===== src/rtl/iob_cache_line_refill_pkg.sv =====
// Shared definitions for the line refill sequencer: default geometry, derived-width helpers, FSM encoding.
package iob_cache_line_refill_pkg;

  localparam int DEF_ADDR_W        = 32;
  localparam int DEF_DATA_W        = 32;
  localparam int DEF_BE_DATA_W     = 64;
  localparam int DEF_WORD_OFFSET_W = 3;
  localparam int DEF_LINE_OFF_W    = 7;
  localparam int DEF_NWAYS_W       = 1;

  typedef enum logic [1:0] {
    IDLE = 2'd0,
    REQ  = 2'd1,
    FILL = 2'd2,
    DONE = 2'd3
  } refill_state_t;

  function automatic int be_nbytes_w(input int be_data_w);
    return $clog2(be_data_w / 8);
  endfunction

  function automatic int line2be_w(input int word_offset_w, input int be_data_w, input int data_w);
    return word_offset_w - $clog2(be_data_w / data_w);
  endfunction

  function automatic int tag_w(input int addr_w, input int line_off_w, input int word_offset_w,
                               input int data_w);
    return addr_w - line_off_w - word_offset_w - $clog2(data_w / 8);
  endfunction

  function automatic int raddr_w(input int addr_w, input int be_data_w, input int l2be_w);
    return addr_w - be_nbytes_w(be_data_w) - l2be_w;
  endfunction

  function automatic int max1(input int w);
    return (w > 0) ? w : 1;
  endfunction

endpackage


===== src/rtl/iob_cache_line_refill_if.sv =====
// Miss / read-channel / data-memory / tag bundle of the line refill sequencer.
// The fwd_* signals exist only when IOB_CACHE_EARLY_FWD_EN is defined.
interface iob_cache_line_refill_if
  import iob_cache_line_refill_pkg::*;
#(
  parameter int ADDR_W        = DEF_ADDR_W,
  parameter int DATA_W        = DEF_DATA_W,
  parameter int BE_DATA_W     = DEF_BE_DATA_W,
  parameter int WORD_OFFSET_W = DEF_WORD_OFFSET_W,
  parameter int LINE_OFF_W    = DEF_LINE_OFF_W,
  parameter int NWAYS_W       = DEF_NWAYS_W
);
  localparam int LINE2BE_W = line2be_w(WORD_OFFSET_W, BE_DATA_W, DATA_W);
  localparam int TAG_W     = tag_w(ADDR_W, LINE_OFF_W, WORD_OFFSET_W, DATA_W);
  localparam int RADDR_W   = raddr_w(ADDR_W, BE_DATA_W, LINE2BE_W);
  localparam int RIDX_W    = max1(LINE2BE_W);

  logic                            miss_valid;
  logic [ADDR_W-1:0]               miss_addr;
  logic [NWAYS_W-1:0]              miss_way;
  logic                            miss_ready;
  logic                            replace_valid;
  logic [RADDR_W-1:0]              replace_addr;
  logic                            replace;
  logic                            read_valid;
  logic [RIDX_W-1:0]               read_addr;
  logic [BE_DATA_W-1:0]            read_rdata;
  logic                            mem_we;
  logic [NWAYS_W-1:0]              mem_way;
  logic [LINE_OFF_W+LINE2BE_W-1:0] mem_addr;
  logic [BE_DATA_W-1:0]            mem_wdata;
  logic                            tag_we;
  logic [TAG_W-1:0]                tag;
  logic                            refill_done;
`ifdef IOB_CACHE_EARLY_FWD_EN
  logic                            fwd_valid;
  logic [DATA_W-1:0]               fwd_data;
`endif

  // master: front-end + read channel side; slave: the refill sequencer
  modport master (
    output miss_valid, miss_addr, miss_way, replace, read_valid, read_addr, read_rdata,
    input  miss_ready, replace_valid, replace_addr, mem_we, mem_way, mem_addr, mem_wdata,
           tag_we, tag, refill_done
`ifdef IOB_CACHE_EARLY_FWD_EN
    , input fwd_valid, fwd_data
`endif
  );

  modport slave (
    input  miss_valid, miss_addr, miss_way, replace, read_valid, read_addr, read_rdata,
    output miss_ready, replace_valid, replace_addr, mem_we, mem_way, mem_addr, mem_wdata,
           tag_we, tag, refill_done
`ifdef IOB_CACHE_EARLY_FWD_EN
    , output fwd_valid, fwd_data
`endif
  );

endinterface


===== src/rtl/iob_cache_refill_addr_split.sv =====
// Splits a latched miss byte address into tag, set index, beat-in-line, word-in-beat and line address.
module iob_cache_refill_addr_split
  import iob_cache_line_refill_pkg::*;
#(
  parameter int ADDR_W        = DEF_ADDR_W,
  parameter int DATA_W        = DEF_DATA_W,
  parameter int BE_DATA_W     = DEF_BE_DATA_W,
  parameter int WORD_OFFSET_W = DEF_WORD_OFFSET_W,
  parameter int LINE_OFF_W    = DEF_LINE_OFF_W,
  localparam int LINE2BE_W    = line2be_w(WORD_OFFSET_W, BE_DATA_W, DATA_W),
  localparam int TAG_W        = tag_w(ADDR_W, LINE_OFF_W, WORD_OFFSET_W, DATA_W),
  localparam int RADDR_W      = raddr_w(ADDR_W, BE_DATA_W, LINE2BE_W),
  localparam int WIB_BITS     = $clog2(BE_DATA_W / DATA_W),
  localparam int RIDX_W       = max1(LINE2BE_W),
  localparam int WIB_W        = max1(WIB_BITS)
) (
  input  logic [ADDR_W-1:0]     addr,
  output logic [TAG_W-1:0]      tag,
  output logic [LINE_OFF_W-1:0] set_idx,
  output logic [RIDX_W-1:0]     beat,
  output logic [WIB_W-1:0]      word,
  output logic [RADDR_W-1:0]    line
);
  localparam int WORD_LSB = $clog2(DATA_W / 8);

  assign tag     = addr[ADDR_W-1 -: TAG_W];
  assign set_idx = addr[WORD_LSB+WORD_OFFSET_W +: LINE_OFF_W];
  assign line    = addr[ADDR_W-1 -: RADDR_W];

  generate
    if (LINE2BE_W > 0) begin : g_beat
      assign beat = addr[WORD_LSB+WIB_BITS +: LINE2BE_W];
    end else begin : g_no_beat
      assign beat = '0;
    end
    if (WIB_BITS > 0) begin : g_word
      assign word = addr[WORD_LSB +: WIB_BITS];
    end else begin : g_no_word
      assign word = '0;
    end
    // Byte-in-word bits never matter to a line refill.
    if (WORD_LSB > 0) begin : g_lsb
      logic unused_lsb;
      assign unused_lsb = ^addr[WORD_LSB-1:0];
    end
  endgenerate

endmodule


===== src/rtl/iob_cache_line_refill.sv =====
// Refill sequencer: latch a miss, request the line, pass each beat into the victim way, then commit the tag.
// IOB_CACHE_EARLY_FWD_EN adds a one-shot forward of the missed word when its beat first arrives.
module iob_cache_line_refill
  import iob_cache_line_refill_pkg::*;
#(
  parameter int ADDR_W        = DEF_ADDR_W,
  parameter int DATA_W        = DEF_DATA_W,
  parameter int BE_DATA_W     = DEF_BE_DATA_W,
  parameter int WORD_OFFSET_W = DEF_WORD_OFFSET_W,
  parameter int LINE_OFF_W    = DEF_LINE_OFF_W,
  parameter int NWAYS_W       = DEF_NWAYS_W
) (
  input logic                   clk_i,
  input logic                   reset_i,
  iob_cache_line_refill_if.slave bus
);
  localparam int LINE2BE_W = line2be_w(WORD_OFFSET_W, BE_DATA_W, DATA_W);
  localparam int TAG_W     = tag_w(ADDR_W, LINE_OFF_W, WORD_OFFSET_W, DATA_W);
  localparam int RADDR_W   = raddr_w(ADDR_W, BE_DATA_W, LINE2BE_W);
  localparam int RIDX_W    = max1(LINE2BE_W);
  localparam int WIB_W     = max1($clog2(BE_DATA_W / DATA_W));

  refill_state_t           state_q, state_d;
  logic [ADDR_W-1:0]       addr_q;
  logic [NWAYS_W-1:0]      way_q;
  logic                    accept, wr;
  logic                    miss_ready, replace_valid, tag_we, done;
  logic [TAG_W-1:0]        tag;
  logic [LINE_OFF_W-1:0]   set_idx;
  logic [RIDX_W-1:0]       beat;
  logic [WIB_W-1:0]        word;
  logic [RADDR_W-1:0]      line;

  iob_cache_refill_addr_split #(
    .ADDR_W       (ADDR_W),
    .DATA_W       (DATA_W),
    .BE_DATA_W    (BE_DATA_W),
    .WORD_OFFSET_W(WORD_OFFSET_W),
    .LINE_OFF_W   (LINE_OFF_W)
  ) u_split (
    .addr   (addr_q),
    .tag    (tag),
    .set_idx(set_idx),
    .beat   (beat),
    .word   (word),
    .line   (line)
  );

  assign accept = (state_q == IDLE) && bus.miss_valid;

  always_ff @(posedge clk_i or posedge reset_i) begin
    if (reset_i) begin
      state_q <= IDLE;
      addr_q  <= '0;
      way_q   <= '0;
    end else begin
      state_q <= state_d;
      if (accept) begin
        addr_q <= bus.miss_addr;
        way_q  <= bus.miss_way;
      end
    end
  end

  // Completion follows replace falling, not a beat count: error re-bursts keep replace high.
  always_comb begin
    state_d       = state_q;
    miss_ready    = 1'b0;
    replace_valid = 1'b0;
    wr            = 1'b0;
    tag_we        = 1'b0;
    done          = 1'b0;
    case (state_q)
      IDLE: begin
        miss_ready = 1'b1;
        if (bus.miss_valid) state_d = REQ;
      end
      REQ: begin
        replace_valid = 1'b1;
        if (bus.replace) state_d = FILL;
      end
      FILL: begin
        wr = bus.read_valid;
        if (!bus.replace) state_d = DONE;
      end
      DONE: begin
        tag_we  = 1'b1;
        done    = 1'b1;
        state_d = IDLE;
      end
      default: state_d = IDLE;
    endcase
  end

  assign bus.miss_ready    = miss_ready;
  assign bus.replace_valid = replace_valid;
  assign bus.replace_addr  = line;
  assign bus.mem_we        = wr;
  assign bus.mem_way       = wr ? way_q : '0;
  assign bus.mem_wdata     = wr ? bus.read_rdata : '0;
  assign bus.tag_we        = tag_we;
  assign bus.tag           = tag;
  assign bus.refill_done   = done;

  generate
    if (LINE2BE_W > 0) begin : g_addr_beat
      assign bus.mem_addr = wr ? {set_idx, bus.read_addr} : '0;
    end else begin : g_addr_set
      assign bus.mem_addr = wr ? set_idx : '0;
    end
  endgenerate

`ifdef IOB_CACHE_EARLY_FWD_EN
  logic fwd_sent_q, fwd_hit;

  assign fwd_hit = wr && !fwd_sent_q && (bus.read_addr == beat);

  // One forward per refill, even if the read channel re-bursts the line.
  always_ff @(posedge clk_i or posedge reset_i) begin
    if (reset_i)      fwd_sent_q <= 1'b0;
    else if (accept)  fwd_sent_q <= 1'b0;
    else if (fwd_hit) fwd_sent_q <= 1'b1;
  end

  assign bus.fwd_valid = fwd_hit;
  assign bus.fwd_data  = bus.read_rdata[word*DATA_W +: DATA_W];
`else
  logic unused_fwd;
  assign unused_fwd = ^{beat, word};
`endif

endmodule


===== src/flat_wrapper.sv =====
// flat-port wrapper written by rule: the top's interface ports become plain ports
module iob_cache_line_refill_flat import iob_cache_line_refill_pkg::*;
#(
  parameter int ADDR_W        = DEF_ADDR_W,
  parameter int DATA_W        = DEF_DATA_W,
  parameter int BE_DATA_W     = DEF_BE_DATA_W,
  parameter int WORD_OFFSET_W = DEF_WORD_OFFSET_W,
  parameter int LINE_OFF_W    = DEF_LINE_OFF_W,
  parameter int NWAYS_W       = DEF_NWAYS_W
)
  (clk_i, reset_i, bus_miss_valid, bus_miss_addr, bus_miss_way, bus_replace, bus_read_valid, bus_read_addr, bus_read_rdata, bus_miss_ready, bus_replace_valid, bus_replace_addr, bus_mem_we, bus_mem_way, bus_mem_addr, bus_mem_wdata, bus_tag_we, bus_tag, bus_refill_done);
  iob_cache_line_refill_if #(.ADDR_W(ADDR_W), .DATA_W(DATA_W), .BE_DATA_W(BE_DATA_W), .WORD_OFFSET_W(WORD_OFFSET_W), .LINE_OFF_W(LINE_OFF_W), .NWAYS_W(NWAYS_W)) bus_i ();
  input logic clk_i;
  input logic reset_i;
  input wire logic [$bits(bus_i.miss_valid)-1:0] bus_miss_valid;
  input wire logic [$bits(bus_i.miss_addr)-1:0] bus_miss_addr;
  input wire logic [$bits(bus_i.miss_way)-1:0] bus_miss_way;
  input wire logic [$bits(bus_i.replace)-1:0] bus_replace;
  input wire logic [$bits(bus_i.read_valid)-1:0] bus_read_valid;
  input wire logic [$bits(bus_i.read_addr)-1:0] bus_read_addr;
  input wire logic [$bits(bus_i.read_rdata)-1:0] bus_read_rdata;
  output wire logic [$bits(bus_i.miss_ready)-1:0] bus_miss_ready;
  output wire logic [$bits(bus_i.replace_valid)-1:0] bus_replace_valid;
  output wire logic [$bits(bus_i.replace_addr)-1:0] bus_replace_addr;
  output wire logic [$bits(bus_i.mem_we)-1:0] bus_mem_we;
  output wire logic [$bits(bus_i.mem_way)-1:0] bus_mem_way;
  output wire logic [$bits(bus_i.mem_addr)-1:0] bus_mem_addr;
  output wire logic [$bits(bus_i.mem_wdata)-1:0] bus_mem_wdata;
  output wire logic [$bits(bus_i.tag_we)-1:0] bus_tag_we;
  output wire logic [$bits(bus_i.tag)-1:0] bus_tag;
  output wire logic [$bits(bus_i.refill_done)-1:0] bus_refill_done;
  assign bus_i.miss_valid = bus_miss_valid;
  assign bus_i.miss_addr = bus_miss_addr;
  assign bus_i.miss_way = bus_miss_way;
  assign bus_i.replace = bus_replace;
  assign bus_i.read_valid = bus_read_valid;
  assign bus_i.read_addr = bus_read_addr;
  assign bus_i.read_rdata = bus_read_rdata;
  assign bus_miss_ready = bus_i.miss_ready;
  assign bus_replace_valid = bus_i.replace_valid;
  assign bus_replace_addr = bus_i.replace_addr;
  assign bus_mem_we = bus_i.mem_we;
  assign bus_mem_way = bus_i.mem_way;
  assign bus_mem_addr = bus_i.mem_addr;
  assign bus_mem_wdata = bus_i.mem_wdata;
  assign bus_tag_we = bus_i.tag_we;
  assign bus_tag = bus_i.tag;
  assign bus_refill_done = bus_i.refill_done;
  iob_cache_line_refill #(.ADDR_W(ADDR_W), .DATA_W(DATA_W), .BE_DATA_W(BE_DATA_W), .WORD_OFFSET_W(WORD_OFFSET_W), .LINE_OFF_W(LINE_OFF_W), .NWAYS_W(NWAYS_W)) u_core (.clk_i(clk_i), .reset_i(reset_i), .bus(bus_i));
endmodule

===== config.mk =====
export PLATFORM = sky130hd
export DESIGN_NAME = iob_cache_line_refill_flat
export DESIGN_NICKNAME = d
export VERILOG_FILES = /design/src/rtl/iob_cache_line_refill_pkg.sv /design/src/rtl/iob_cache_line_refill_if.sv /design/src/rtl/iob_cache_refill_addr_split.sv /design/src/rtl/iob_cache_line_refill.sv /design/src/flat_wrapper.sv
export SDC_FILE = /design/constraint.sdc
export NUM_CORES = 1
export LEC_CHECK = 0
export BUFFER_PORTS_ARGS = -buffer_cell sky130_fd_sc_hd__buf_2
export CAP_MARGIN = 20
export CORE_AREA = 2 2 89 91
export CTS_CLUSTER_DIAMETER = 50
export DETAILED_ROUTE_END_ITERATION = 8
export DIE_AREA = 0 0 91 93
export GPL_TIMING_DRIVEN = 1
export PLACE_DENSITY = 0.73
export REMOVE_ABC_BUFFERS = 1
export SYNTH_ARGS = -nofsm -noshare
export SYNTH_HDL_FRONTEND = slang
export SYNTH_HIERARCHICAL = 1
export SYNTH_SLANG_ARGS = --single-unit

===== constraint.sdc =====
create_clock -name clk_i -period 1.8 [get_ports clk_i]
set_clock_uncertainty 0.15 [all_clocks]
set_input_delay 0.36 -clock clk_i [delete_from_list [all_inputs] [get_ports clk_i]]
set_output_delay 0.36 -clock clk_i [all_outputs]
set_load 0.01 [all_outputs]

==> reports/metrics.yaml, run 1 <==
setup_tns_ns: -11.62
p_switching_uw: 2130
num_io_pins: 230
gr-total-overflow: 0
hold_class: "input port to asynchronous set/reset pin"
ir_worst_vdd_v: 0.000803
slowest_stage: "dfrtp_1"
routed_wirelength_um: 7940
grt_max_degree: 58
vias: 2277
grt_use_total_pct: 15.2
preCtsSetupSlack_ns: -0.0468
drc_errors: 0
path_clk_slew_ns: 0.07
mostFrequentLayoutCell: "buf_2"
cts_root_buf: "clkbuf_8"
fp.dieArea_mm2: 0.00846
nets: 509
clock_power_share_pct: 10.0
cts.sinks: 30
slew_viol_final: 0
clk_latency_ns: 0.28
start_kind: "register"
utilization_pct: 47.9
num_rows: 32
finalSetupViolCount: 76
crit_chain: "inv_2 > ha_4 > buf_12 > clkbuf_16 > and3_1 > buf_2"
busiest_layer: "met2"
critPathRequiredTime_ns: 1.29
holdWs_ns: -0.00440
cts_buffers: 5
endpoint_kind: "output port"
seq_power_share_pct: 23.7
crit_type: "register to output port"
post-dp-hpwl_um: 5550
avgSynthCellArea_um2: 10.2
viasPerCell: 4.52
syn_inst: 222
dieWidth_um: 91
mostFrequentLayoutCells: "buf_2 (211), and3_1 (62), dfrtp_1 (30), mux2_4 (25), buf_6 (15)"
max_stage_delay_ns: 0.40
maxCapViolations: 0
arrival_ns: 1.48
hold_viol: 8
cts_buffer_depth: 2
p_int_uw: 3410
pwr_density_cell_mw_per_mm2: 1540
swShare_pct: 38.4
placement.io_buffers: 224
core_mm2: 0.00753
leakage_uw: 0.00232
dpl_cell_area_mm2: 0.00309
wl_per_cell_um: 15.7
cts_tree: "done"
layout_setup_ws_ns: -0.191
initial_core_util_pct: 30.1
pwr-share-comb_pct: 66.3
cp_max_fo: 7
timing.fmax_mhz: 502
drtAntennaViolNets: 0
grtUsageMet2_pct: 27.0
post-route-period-util_pct: 111
final_area_mm2: 0.00361
antenna_found_initial: 1
met3_usage_pct: 5.24
violations: "hold timing, setup timing"
area_delta_synth_final_pct: 59.0
dieHeight_um: 93
gp_congestion: 0.735
ctsHoldBuffers: 0
h-tree-depth: 2
maxSlewHeadroom_pct: 74.2
drt_iter0_drc: 47
rsz0062_at_grt: "yes"
grt_pass1_vias: 2044
period_needed_ns: 1.99
drive_gt1_share_pct: 74.6
outcome: "finished with violations"
drt_first_pass_iters: 4
ys.warnings.count: 6
synth_area_mm2: 0.00227
use_met1_pct: 17.3
tightest_slew_ns: 0.388
grt_pass1_wl_um: 10300
## worst max-delay path, delay by kind of cell, from the launching register on
family                     cells  cell delay, ns
DFF                            1            0.40
adders and majority gates      1            0.15
and+or+nand+nor                1            0.16
buffers and inverters          4            0.48
## layer usage
metal,share of wire (%),vias up
li1,-,1055
met1,37,1073
met2,52,138
met3,9.3,11
met4,1.6,0
met5,0,-
## final timing paths
check	startpoint	endpoint	slack [ns]	cells after the start
max	u_core/state_q[0]$_DFFE_PP0P_	bus_mem_wdata[57]	-0.19	6
min	reset_i	u_core/addr_q[24]$_DFFE_PP0P_	-0.004	3
max reg2reg	u_core/state_q[0]$_DFFE_PP0P_	u_core/addr_q[30]$_DFFE_PP0P_	0.04	7
min reg2reg	u_core/addr_q[31]$_DFFE_PP0P_	u_core/addr_q[31]$_DFFE_PP0P_	0.37	1
max in group asynchronous	reset_i	u_core/way_q$_DFFE_PP0P_	1.22	3
min in group clk_i	bus_miss_addr[24]	u_core/addr_q[24]$_DFFE_PP0P_	0.16	2
## metrics by stage
step	power, µW	std cells
finish	5540	504
global route	5890	503
CTS	4870	493
detailed placement	4110	481
global placement	4030	481
floorplan	2830	148
## power groups by stage
stage               Sequential, µW  Clock, µW  Combinational [µW]
floorplan                     1550          0                1280
global placement              1300          0                2730
detailed placement            1310          0                2800
CTS                           1310        577                2980
global route                  1370        611                3910
finish                        1310        556                3670
## repair_timing
item	in CTS	in global routing
pin swaps	1	1
cloned	1	6
setup buffers	3	4
resized for setup	4	38
endpoints found under the setup margin	76	82
## flip-flops by register name (all words and copies together) (netlist names)
| name | cells |
|---|---|
| u_core/addr_q | 27 |
| u_core/state_q | 2 |
| u_core/way_q | 1 |
## area by class of cell
| class | instances | area, µm² |
|---|---|---|
| Sequential cell | 30 | 751 |
| Timing Repair Buffer | 245 | 1540 |
| Fill cell | 731 | 3920 |
| Clock inverter | 1 | 5.00 |
| Antenna cell | 1 | 2.50 |
| Tap cell | 102 | 128 |
| Multi-Input combinational cell | 114 | 1080 |
| Inverter | 4 | 15.0 |
| Clock buffer | 7 | 86.3 |
Note: power is estimated with default switching activity, not from simulation.
==> run 2: changes to the inputs <==
--- a/config.mk
+++ b/config.mk
@@ -13,7 +13,6 @@
 export DIE_AREA = 0 0 91 93
 export GPL_TIMING_DRIVEN = 1
 export PLACE_DENSITY = 0.73
-export REMOVE_ABC_BUFFERS = 1
 export SYNTH_ARGS = -nofsm -noshare
 export SYNTH_HDL_FRONTEND = slang
 export SYNTH_HIERARCHICAL = 1
==> run 2 against run 1 <==
The flow finishes with violations (setup timing). Non-clock buffer count up 1. Cell area shrank 4.0%. Critical path depth down 1. Register-to-register slack improved by 0.05 ns. Sequential power is essentially flat. Utilization fell by 1.9 points. Clock-buffer cell count is 1 lower. Hold slack improved by 0.0061 ns. First-iteration DRC count rose by 19%. Die area did not move. Critical path type unchanged. Largest cell class unchanged. Highest routed layer unchanged.
==> reports/metrics.yaml, run 2 (synthesis gave the netlist of run 1 again) <==
outcome: "finished with violations"
violations: "setup timing"
num_rows: 32
cts_root_buf: "clkbuf_8"
fillers: 705
grt_pass1_vias: 1918
crit_type: "register to output port"
antenna_found_initial: 0
rsz0062_at_grt: "yes"
viasPerCell: 4.38
clock_power_share_pct: 10.2
dieHeight_um: 93
fp.dieArea_mm2: 0.00846
cts.sinks: 30
path_clk_slew_ns: 0.07
top_register: "u_core/addr_q"
drtAntennaViolNets: 0
pwr_density_cell_mw_per_mm2: 1580
hold_viol: 0
wl_per_cell_um: 15.0
placement.io_buffers: 224
dieWidth_um: 91
cp_num_cells: 5
layout_setup_ws_ns: -0.197
timing.fmax_mhz: 501
post-route-period-util_pct: 111
grt_pass1_wl_um: 9400
clk_latency_ns: 0.28
cp_max_fo: 9
leakage_uw: 0.00232
grt_max_degree: 76
power_uw: 5470
rrSetupSlack_ns: 0.09
core_mm2: 0.00753
gp_congestion: 0.731
period_needed_ns: 2.00
worstRegToRegCells: 6
dpl_cell_area_mm2: 0.00308
mostFrequentLayoutCells: "buf_2 (223), and3_1 (74), dfrtp_1 (30), mux2_4 (25)"
hold_class: "input port to asynchronous set/reset pin"
r2r_start: "u_core/state_q[1]$_DFFE_PP0P_"
nets: 510
ff_latch_area_um2: 751
routed_wirelength_um: 7580
mostFrequentLayoutCell: "buf_2"
cts_buffers: 5
grt_use_total_pct: 13.7
gr-total-overflow: 0
largest_reg_flops: 27
vias: 2205
initial_core_util_pct: 30.1
cts_tree: "done"
r2r_end: "u_core/addr_q[29]$_DFFE_PP0P_"
drt_first_pass_iters: 4
arrival_ns: 1.49
holdWs_ns: 0.00168
endpoint_kind: "output port"
multi_input_area_mm2: 0.00102
reg_top3: "u_core/addr_q x27, u_core/state_q x2, u_core/way_q x1"
max_stage_delay_ns: 0.43
slew_viol_final: 0
synth_nets: 331
ir_worst_vdd_v: 0.000874
drc_errors: 0
drive_gt1_share_pct: 72.1
post-dp-hpwl_um: 4870
pwr-share-comb_pct: 66.2
h-tree-depth: 2
p_int_uw: 3330
tightest_slew_ns: 0.380
critPathRequiredTime_ns: 1.29
finalSetupViolCount: 75
path_delay_family: "buffers and inverters"
ctsHoldBuffers: 0
maxSlewHeadroom_pct: 74.7
final_area_mm2: 0.00346
area_delta_synth_final_pct: 52.7
num_io_pins: 230
drt_iter0_drc: 56
p_switching_uw: 2140
seq_power_share_pct: 23.6
maxCapViolations: 0
swShare_pct: 39.1
start_kind: "register"
preCtsSetupSlack_ns: -0.00861
slowest_stage: "dfrtp_1"
crit_buf_inv: 3
crit_chain: "ha_4 > buf_12 > clkbuf_16 > and3_1 > buf_2"
cts_buffer_depth: 2
num_antenna_cells: 0
-- run 2: cell types whose count changed in the layout (fill, tap and decap cells not counted), moves of 2 or more --
cell / delta
buf_8: -2
and3_1: +12
buf_2: +12
buf_6: -8
and3_4: -12
-- run 2: worst max path at each step --
stage | from | endpoint | slack (ns)
after global placement | u_core/state_q[0]$_DFFE_PP0P_ | bus_mem_wdata[46] | 0.03
after global routing | u_core/state_q[0]$_DFFE_PP0P_ | bus_mem_wdata[12] | -0.27
after CTS | u_core/state_q[0]$_DFFE_PP0P_ | bus_mem_wdata[45] | -0.16
after floorplan | u_core/state_q[0]$_DFFE_PP0P_ | bus_mem_wdata[22] | 0.07
final | u_core/state_q[1]$_DFFE_PP0P_ | bus_mem_wdata[41] | -0.20
after detailed placement | u_core/state_q[0]$_DFFE_PP0P_ | bus_mem_wdata[45] | -0.009
-- run 2: worst reg2reg max path, stage by stage, from the launching register on --
cell and delay [ns]:
dfrtp_1 0.42, buf_4 0.16, inv_4 0.04, ha_4 0.16, nand2_2 0.07, buf_12 0.23, mux2_2 0.37
-- run 2: power groups by stage --
stage,logic (µW),clock network [µW],registers (µW)
after floorplan,2560,0,1240
after global placement,2710,0,1280
after detailed placement,2760,0,1290
after CTS,2930,591,1290
after global routing,3850,625,1340
final,3620,560,1290
-- run 2: per-layer routing --
layer	vias to the layer above	global-route usage, %	wire (µm)
met2	136	23.3	3800
li1	1064	-	-
met4	0	2.90	70
met1	993	17.2	2980
met3	12	3.87	728
met5	-	0	0
-- run 2: area by class of cell --
cell class,instances,area share (%)
repair buffers,246,42.0
multi-input cells,114,29.4
flip-flops and latches,30,21.7
well taps,102,3.68
clock buffers,6,2.38
inverters,4,0.506
clock inverters,2,0.361
-- run 2: what timing repair did --
action	in CTS	in global routing
pin swaps	0	1
setup endpoints to repair	75	98
setup buffers	2	5
gates resized for setup	3	12
cloned	1	9
-- run 2: per-stage QoR --
step / instances / util [%] / setup TNS, ns
6_report: 504 / 46.0 / -12.81
5_1_grt: 504 / 46.0 / -18.98
4_1_cts: 490 / 42.9 / -9.55
3_5_place_dp: 479 / 40.9 / -0.00861
3_3_place_gp: 479 / 40.9 / 0
2_1_floorplan: 222 / - / 0
